## config.mk

```make
export PLATFORM = sky130hd
export DESIGN_NAME = pipelined_pg_addsub
export DESIGN_NICKNAME = d
export VERILOG_FILES = /design/src/rtl/addsub_pkg.sv /design/src/rtl/pg_prefix_tree.sv /design/src/rtl/pipelined_pg_addsub.sv
export SDC_FILE = /design/constraint.sdc
export NUM_CORES = 1
export LEC_CHECK = 0
export BUFFER_PORTS_ARGS = -buffer_cell sky130_fd_sc_hd__buf_2
export CAP_MARGIN = 20
export CORE_AREA = 2 2 112 114
export CTS_CLUSTER_SIZE = 14
export DETAILED_ROUTE_END_ITERATION = 8
export DIE_AREA = 0 0 114 116
export PLACE_DENSITY_LB_ADDON = 0.2
export SKIP_CTS_REPAIR_TIMING = 1
export SYNTH_ARGS = -nofsm -noshare
export SYNTH_HDL_FRONTEND = slang
export SYNTH_HIERARCHICAL = 1
export SYNTH_SLANG_ARGS = --single-unit
```

## constraint.sdc

```tcl
create_clock -name CLK -period 2.6 [get_ports CLK]
set_input_delay 0.52 -clock CLK [delete_from_list [all_inputs] [get_ports CLK]]
set_output_delay 0.52 -clock CLK [all_outputs]
set_load 0.005 [all_outputs]
```

## src/rtl/addsub_pkg.sv

```systemverilog
// addsub_pkg: shared types and helpers for pipelined_pg_addsub.
//   pg_t          - per-position propagate/generate pair
//   clog2_levels  - Kogge-Stone level count for a WIDTH-bit adder with carry-in
//   SAT_POS/NEG   - signed saturation limits for a given width (LSB-aligned)
package addsub_pkg;

   localparam int unsigned MAX_WIDTH = 64;

   typedef struct packed {
      logic p;
      logic g;
   } pg_t;

   // The carry-in occupies an extra prefix position, so the tree spans width+1 nodes.
   function automatic int unsigned clog2_levels(input int unsigned width);
      int unsigned lv;
      lv = 0;
      while ((32'd1 << lv) < (width + 32'd1)) lv = lv + 32'd1;
      return lv;
   endfunction

   // Largest positive two's-complement value: 0111...1
   function automatic logic [MAX_WIDTH-1:0] SAT_POS(input int unsigned width);
      return (MAX_WIDTH'(1) << (width - 32'd1)) - MAX_WIDTH'(1);
   endfunction

   // Most negative two's-complement value: 1000...0
   function automatic logic [MAX_WIDTH-1:0] SAT_NEG(input int unsigned width);
      return MAX_WIDTH'(1) << (width - 32'd1);
   endfunction

endpackage

```

## src/rtl/pg_prefix_tree.sv

```systemverilog
// pg_prefix_tree: combinational Kogge-Stone carry network.
//   g, p  - per-bit generate/propagate, bit 0 = LSB
//   cin   - carry into bit 0, treated as a generate at position -1
//   carry - carry[i] is the carry into bit i (carry[WIDTH] = carry out)
module pg_prefix_tree
   import addsub_pkg::*;
#(
   parameter int unsigned WIDTH = 16
) (
   input  logic [WIDTH-1:0] g,
   input  logic [WIDTH-1:0] p,
   input  logic             cin,
   output logic [WIDTH:1]   carry
);

   localparam int unsigned LEVELS = clog2_levels(WIDTH);

   // node[0] is the carry-in; node[i] is bit i-1. Spans need not be a power of two:
   // nodes whose look-back falls below position 0 simply pass through.
   pg_t node [WIDTH+1];
   pg_t prev [WIDTH+1];

   always_comb begin
      node[0] = '{p: 1'b0, g: cin};
      for (int i = 1; i <= int'(WIDTH); i++) node[i] = '{p: p[i-1], g: g[i-1]};
      prev = node;
      for (int lv = 0; lv < int'(LEVELS); lv++) begin
         prev = node;
         for (int i = 0; i <= int'(WIDTH); i++) begin
            if (i >= (1 << lv)) begin
               node[i].g = prev[i].g | (prev[i].p & prev[i - (1 << lv)].g);
               node[i].p = prev[i].p & prev[i - (1 << lv)].p;
            end
         end
      end
      carry = '0;
      for (int i = 1; i <= int'(WIDTH); i++) carry[i] = node[i].g;
   end

endmodule

```

## src/rtl/pipelined_pg_addsub.sv

```systemverilog
// pipelined_pg_addsub: three-stage WIDTH-bit adder/subtractor with valid/ready.
//   CLK, RST_          - clock, async active-low reset
//   in_valid/in_ready  - operand handshake (in_ready = !out_valid | out_ready)
//   A, B, Sub          - operands; Sub=1 computes A-B
//   out_valid/out_ready- result handshake
//   S, Cout, Ovf       - result, carry out (no-borrow on subtract), signed overflow
// Build option ADDSUB_SAT_EN: saturate S to the signed limits on overflow.
module pipelined_pg_addsub
   import addsub_pkg::*;
#(
   parameter int unsigned WIDTH = 16
) (
   input  logic             CLK,
   input  logic             RST_,
   input  logic             in_valid,
   output logic             in_ready,
   input  logic [WIDTH-1:0] A,
   input  logic [WIDTH-1:0] B,
   input  logic             Sub,
   output logic             out_valid,
   input  logic             out_ready,
   output logic [WIDTH-1:0] S,
   output logic             Cout,
   output logic             Ovf
);

   // Global stall: every stage advances together or holds together.
   logic en_c;
   assign en_c     = !out_valid | out_ready;
   assign in_ready = en_c;

   // Stage 1 inputs: lower-bit P/G; the MSB pair is kept as raw operand bits.
   logic [WIDTH-1:0] bx_c;
   logic [WIDTH-2:0] p_lo_c, g_lo_c;
   assign bx_c   = B ^ {WIDTH{Sub}};
   assign p_lo_c = A[WIDTH-2:0] ^ bx_c[WIDTH-2:0];
   assign g_lo_c = A[WIDTH-2:0] & bx_c[WIDTH-2:0];

   logic             v1, c0_1, a_msb1, bx_msb1;
   logic [WIDTH-2:0] p1, g1;

   // Stage 2: rebuild MSB P/G and resolve all carries.
   logic [WIDTH-1:0] p_full_c, g_full_c;
   logic [WIDTH:1]   carry_c;
   assign p_full_c = {a_msb1 ^ bx_msb1, p1};
   assign g_full_c = {a_msb1 & bx_msb1, g1};

   pg_prefix_tree #(.WIDTH(WIDTH)) u_tree (
      .g     (g_full_c),
      .p     (p_full_c),
      .cin   (c0_1),
      .carry (carry_c)
   );

   logic             v2;
   logic [WIDTH:0]   c2;   // c2[0] is the carry-in, needed for S[0]
   logic [WIDTH-1:0] p2;

   // Stage 3: sum, flags and optional saturation.
   logic [WIDTH-1:0] s_c;
   logic             ovf_c;
   assign ovf_c = c2[WIDTH] ^ c2[WIDTH-1];

`ifdef ADDSUB_SAT_EN
   localparam logic [WIDTH-1:0] SAT_P = WIDTH'(SAT_POS(WIDTH));
   localparam logic [WIDTH-1:0] SAT_N = WIDTH'(SAT_NEG(WIDTH));
   // On overflow the carry out gives the true sign: 0 means positive.
   always_comb begin
      s_c = p2 ^ c2[WIDTH-1:0];
      if (ovf_c) s_c = c2[WIDTH] ? SAT_N : SAT_P;
   end
`else
   assign s_c = p2 ^ c2[WIDTH-1:0];
`endif

   // Pipeline registers; data loads on any advance, validity comes from the valid bits.
   always_ff @(posedge CLK or negedge RST_) begin
      if (!RST_) begin
         v1        <= 1'b0;
         p1        <= '0;
         g1        <= '0;
         c0_1      <= 1'b0;
         a_msb1    <= 1'b0;
         bx_msb1   <= 1'b0;
         v2        <= 1'b0;
         c2        <= '0;
         p2        <= '0;
         out_valid <= 1'b0;
         S         <= '0;
         Cout      <= 1'b0;
         Ovf       <= 1'b0;
      end else if (en_c) begin
         v1        <= in_valid;
         p1        <= p_lo_c;
         g1        <= g_lo_c;
         c0_1      <= Sub;
         a_msb1    <= A[WIDTH-1];
         bx_msb1   <= bx_c[WIDTH-1];
         v2        <= v1;
         c2        <= {carry_c, c0_1};
         p2        <= p_full_c;
         out_valid <= v2;
         S         <= s_c;
         Cout      <= c2[WIDTH];
         Ovf       <= ovf_c;
      end
   end

endmodule

```

==> flow_metrics.env, run 1 <==
export IMPL_routed_wl_um=7636
export IMPL_met3WireLength_um=264
export IMPL_cp_endpoint="c2[14]"
export IMPL_cap_violations=0
export IMPL_yosys_warnings=6
export IMPL_fp_dieW_um=114
export IMPL_skew_ns=0.006239
export IMPL_ctsLongestPathBuffers=2
export IMPL_hold_class="in2async"
export IMPL_routed_wl_met2_um=3429
export IMPL_antenna_cells=0
export IMPL_slew_headroom=0.6093
export IMPL_finalNetCount=400
export IMPL_pre_cts_slack_ns=0.5294
export IMPL_fin_crit_ns=2.098
export IMPL_netlist_instances=288
export IMPL_clock_sinks=87
export IMPL_syn_nets=341
export IMPL_ir_worst_vdd_v=0.0004362
export IMPL_worst_r2r_endpoint="c2[14]"
export IMPL_seq_area_frac_synth=0.5258
export IMPL_yosys_top_cells_area="dfrtp_1 (53%), mux2_2 (18%), xor2_1 (7.0%)"
export IMPL_io_pins=57
export IMPL_status="completed"
export IMPL_setup_ws_ns=0.5019
export IMPL_ant_nets=0
export IMPL_fmax_mhz=476.6
export IMPL_syn_area_per_cell_um2=14.38
export IMPL_critPathLaunch="p1[8]"
export IMPL_powerDensity_nw_per_um2=1019
export IMPL_viasPerCell=4.815
export IMPL_total_leakage_power_nw=2.361
export IMPL_cp_required_ns=2.82
export IMPL_r2r_start="p1[8]"
export IMPL_ys_types=30
export IMPL_yosys_area_top_type="dfrtp_1"
export IMPL_grt_pass1_wl_um=13180
export IMPL_cts_htree_levels=3
export IMPL_critPathKind="reg2reg"
export IMPL_ys_ff_latch=87
export IMPL_place_inst=483
export IMPL_rows=40
export IMPL_critPathMostFrequentCell="a21o_1"
export IMPL_start_util=0.3476
export IMPL_drive_gt1_frac=0.4644
export IMPL_synth_flop_cell="dfrtp_1"
export IMPL_worstPathArrival_ns=2.32
export IMPL_io_buffers=56
export IMPL_hold_violations=0
export IMPL_area_growth_syn_to_layout_pct=17.29
export IMPL_hpwl_um=5283
export IMPL_via_count=2398
export IMPL_grt_pass1_vias=2516
export IMPL_fillerInstances=1110
export IMPL_met1_length_um=3833
export IMPL_worstSetupEndpointType="register"
export IMPL_reg2reg_slack_ns=0.50
export IMPL_fin_crit_sh=0.8070
export IMPL_drc=0
export IMPL_drt_pass1_iterations=6
export IMPL_synthArstFlopShare=1.000
export IMPL_final_cells=498
export IMPL_r2r_cells=6
export IMPL_synth_edf_count=0
export IMPL_worst_pin_slew_ns=0.5860
export IMPL_setup_viol=0
export IMPL_path_clk_slew_ns=0.06
export IMPL_fin_tns_setup_ns=0
export IMPL_grt_max_degree=45
export IMPL_cts_root_buf="clkbuf_16"
export IMPL_cpPeakStageDelay_ns=0.43
export IMPL_cp_cell_sequence="a21o_1 > a21o_1 > a221o_1 > or2_4 > o31a_1 > mux2_2"
export IMPL_synth_most_common_cell="dfrtp_1"
export IMPL_drv_slew=0
export IMPL_clk_insertion_delay_late_ns=0.33
export IMPL_overflow=0
export IMPL_place_congestion=0.7114
export IMPL_grtUsageTotal=0.1302
export IMPL_tritoncts="done"
export IMPL_crit_fanout=6
export IMPL_die_area_um2=13220
export IMPL_synth_area_um2=4140
export IMPL_antenna_found_initial=0
export IMPL_coreArea_um2=11910
export IMPL_fp_dieH_um=116
export IMPL_cp_slowest_cell="dfrtp_1"
export IMPL_dr_max_layer_used="met4"
export IMPL_drt_iter0_drc=96
export IMPL_yosys_top_cells_count="dfrtp_1 (87), mux2_2 (68), xor2_1 (33), mux2_4 (18), ha_1 (16)"
export IMPL_cts_inserted_buffers=9
export IMPL_wl_per_cell_um=15.33
export IMPL_yosys_area_top_type_share=0.5258
export IMPL_cp_start_kind="register"
export IMPL_rsz0062_at_grt="false"
how the worst min path moves through the flow:
stage                     startpoint        end  slack, ns  cells past startpoint
after floorplan                 RST_       Cout       0.22                      0
after global placement            v2  out_valid       0.44                      1
after detailed placement          v2  out_valid       0.44                      1
after CTS                       RST_       S[7]       0.21                      1
after global routing            RST_       S[7]       0.24                      1
final                           RST_      g1[6]       0.18                      1
flip-flops by register name (all words and copies together) (netlist names), 15 cells and up:
name  cells
p1       15
S        16
g1       15
p2       16
c2       17
cell usage in the layout (no fill, tap or decap), types with 2 or more instances in the layout:
cell type,instances
clkinvlp_4,2
buf_4,2
nand2b_1,2
a21o_1,14
nor2_1,2
o21ai_0,5
clkbuf_16,9
clkbuf_1,2
buf_2,55
nand2_1,4
ha_1,16
dfrtp_1,87
mux2_2,68
buf_12,3
and3_1,3
a21oi_1,7
nor2b_1,2
mux2_4,18
xor2_1,33
per-stage QoR:
step | hold WS (ns) | utilization | power [mW] | instance area (um^2)
CTS | 0.2103 | 0.4077 | 5.025 | 4856
global placement | 0.4413 | 0.3853 | 3.793 | 4589
global route | 0.2421 | 0.4077 | 5.312 | 4856
floorplan | 0.2244 | - | 3.329 | 4140
finish | 0.1842 | 0.4077 | 4.950 | 4856
detailed placement | 0.4449 | 0.3853 | 3.819 | 4589
power breakdown:
group	total, mW	switching (mW)	internal (mW)	leakage, nW
logic	1.53	0.568	0.963	1.20
clock network	1.18	0.512	0.667	0.125
registers	2.24	0.372	1.87	1.04
critical path: cells and delay by family, from the launching register on:
family / cells / cell delay (ns)
AO/OA/AOI/OAI: 4 / 1.05
AND/OR/NAND/NOR: 1 / 0.26
flip-flops: 1 / 0.43
multiplexers: 1 / 0.26
area by class of cell:
cell class / instances / area [um^2] / area share
clock buffers: 12 / 246.5 / 0.05076
clock inverters: 3 / 20.02 / 0.004123
multi-input cells: 189 / 1878 / 0.3868
flip-flops and latches: 87 / 2177 / 0.4483
well taps: 147 / 183.9 / 0.03788
repair buffers: 60 / 350.3 / 0.07215
layer usage:
layer	global-route usage	vias to the layer above
met4	0.05610	0
met5	0	-
met3	0.02720	8
li1	-	1152
met2	0.1964	39
met1	0.1825	1199
cells by family after synthesis:
family	count (synthesis)	share of synthesized area
AOI/OAI and AO/OA	34	0.05651
muxes	86	0.2502
adders and majority gates	16	0.04835
xor gates and xnor gates	33	0.06981
DFF	87	0.5258
buffers and inverters	12	0.02055
and+or+nand+nor	20	0.02871
Power figures use the tool's default switching activity.
==> run 2: changes to the inputs <==
==> constraint.sdc (replaced) <==
create_clock -name CLK -period 2.1 [get_ports CLK]
set_input_delay 0.42 -clock CLK [delete_from_list [all_inputs] [get_ports CLK]]
set_output_delay 0.42 -clock CLK [all_outputs]
set_load 0.005 [all_outputs]
==> flow_metrics.env, run 2 (synthesis results as in run 1) <==
export IMPL_overflow=0
export IMPL_fin_tns_setup_ns=0
export IMPL_powerDensity_nw_per_um2=1275
export IMPL_met1_length_um=3843
export IMPL_dr_max_layer_used="met4"
export IMPL_ant_nets=0
export IMPL_finalNetCount=409
export IMPL_hold_violations=0
export IMPL_power_share_clock=0.251
export IMPL_rows=40
export IMPL_via_count=2393
export IMPL_switching_share=0.2880
export IMPL_drt_iter0_drc=95
export IMPL_finish_utilization=0.4184
export IMPL_area_growth_syn_to_layout_pct=20.37
export IMPL_setup_viol=0
export IMPL_largest_register_ffs=17
export IMPL_worstPathArrival_ns=2.25
export IMPL_p_total_mw=6.353
export IMPL_comb_power_share=0.315
export IMPL_die_area_um2=13220
export IMPL_tritoncts="done"
export IMPL_fin_crit_sh=0.9677
export IMPL_met3WireLength_um=284
export IMPL_fmax_mhz=492.1
export IMPL_worstSetupEndpointType="register"
export IMPL_critPathMostFrequentCell="a21o_1"
export IMPL_hpwl_um=5372
export IMPL_regMostFlops="c2"
export IMPL_cp_slowest_cell="a221o_1"
export IMPL_worst_pin_slew_ns=0.4962
export IMPL_clock_sinks=87
export IMPL_drive_gt1_frac=0.4875
export IMPL_fp_dieW_um=114
export IMPL_cp_cell_sequence="a21o_1 > a21o_1 > a221o_1 > or2_4 > o31a_1 > mux2_2"
export IMPL_antenna_found_initial=0
export IMPL_intPower_mw=4.523
export IMPL_crit_fanout=4
export IMPL_cts_htree_levels=3
export IMPL_path_clk_slew_ns=0.06
export IMPL_drt_pass1_iterations=4
export IMPL_coreArea_um2=11910
export IMPL_grt_pass1_vias=2540
export IMPL_total_leakage_power_nw=2.424
export IMPL_slew_headroom=0.6692
export IMPL_cap_violations=0
export IMPL_fillerInstances=1140
export IMPL_viasPerCell=4.711
export IMPL_cts_inserted_buffers=9
export IMPL_cp_required_ns=2.32
export IMPL_clk_insertion_delay_late_ns=0.34
export IMPL_antenna_cells=0
export IMPL_grt_pass1_wl_um=12880
export IMPL_io_pins=57
export IMPL_fp_dieH_um=116
export IMPL_critPathKind="reg2reg"
export IMPL_grtUsageTotal=0.1261
export IMPL_routed_wl_um=7612
export IMPL_ir_worst_vdd_v=0.0005477
export IMPL_p_seq_frac=0.434
export IMPL_reg_largest_list="c2 (17), S (16), p2 (16)"
export IMPL_cts_root_buf="clkbuf_16"
export IMPL_grt_max_degree=88
export IMPL_drv_slew=0
export IMPL_drc=0
export IMPL_status="completed"
export IMPL_layout_common_cells="dfrtp_1 (87), mux2_2 (67), buf_2 (55), xor2_1 (33), mux2_4 (19)"
export IMPL_start_util=0.3476
export IMPL_hold_class="in2async"
export IMPL_final_common_cell="dfrtp_1"
export IMPL_fin_crit_ns=2.032
export IMPL_p_switching_mw=1.829
export IMPL_wl_per_cell_um=14.98
export IMPL_ctsLongestPathBuffers=2
export IMPL_routed_wl_met2_um=3368
export IMPL_cp_start_kind="register"
export IMPL_cpPeakStageDelay_ns=0.39
export IMPL_io_buffers=56
export IMPL_rsz0062_at_grt="false"
export IMPL_skew_ns=0.004367
export IMPL_place_congestion=0.7425
## run 2: cell count changes in the layout (fill, tap and decap cells not counted), sizes merged
cell | before | now
bufinv | 0 | 1
clkinvlp | 2 | 3
buf | 60 | 69
clkbuf | 12 | 11
## run 2: final cells by class
cell class              instances  area [um^2]  area share
clock buffers                  11        242.7     0.04871
clock inverters                 5        57.56     0.01155
flip-flops and latches         87         2177      0.4369
multi-input cells             189         1892      0.3796
well taps                     147        183.9     0.03691
repair buffers                 69        430.4     0.08637
## run 2: routing by layer
layer | up-vias | GRT usage
met5 | - | 0
met4 | 0 | 0.03415
met3 | 11 | 0.04027
met2 | 44 | 0.1893
met1 | 1177 | 0.1770
li1 | 1161 | -
## run 2: final timing paths
kind | start | endpoint | slack, ns | cells past startpoint
max | p1[8] | c2[14] | 0.07 | 6
min | RST_ | p1[5] | 0.1 | 2
max reg2reg | p1[8] | c2[14] | 0.07 | 6
min reg2reg | v2 | out_valid | 0.46 | 1
max in group asynchronous | RST_ | S[4] | 1.60 | 2
min in group CLK | A[15] | a_msb1 | 0.31 | 2
## run 2: power by group through the flow
stage                     Clock [mW]  Combinational (mW)  Sequential [mW]
after global routing            1.72                2.22             2.86
after detailed placement           0                1.98             2.80
after global placement             0                1.96             2.77
after floorplan                    0                1.42             2.70
after CTS                       1.64                1.99             2.77
final                           1.60                2.00             2.76
## run 2: per-stage QoR
step	setup WS, ns	hold WS [ns]	instance area (um^2)	std cells
3_5_place_dp	0.08197	0.4478	4647	489
4_1_cts	0.07302	0.1430	4947	505
2_1_floorplan	0.1286	0.1244	4140	288
3_3_place_gp	0.1198	0.4416	4647	489
6_report	0.06776	0.09917	4984	508
5_1_grt	0.009851	0.1423	4984	508
## run 2: worst max-delay path, delay by kind of cell (launching register included)
kind             cells  cell delay, ns
AO/OA/AOI/OAI        4            1.03
flip-flops           1            0.38
multiplexers         1            0.26
AND/OR/NAND/NOR      1            0.26
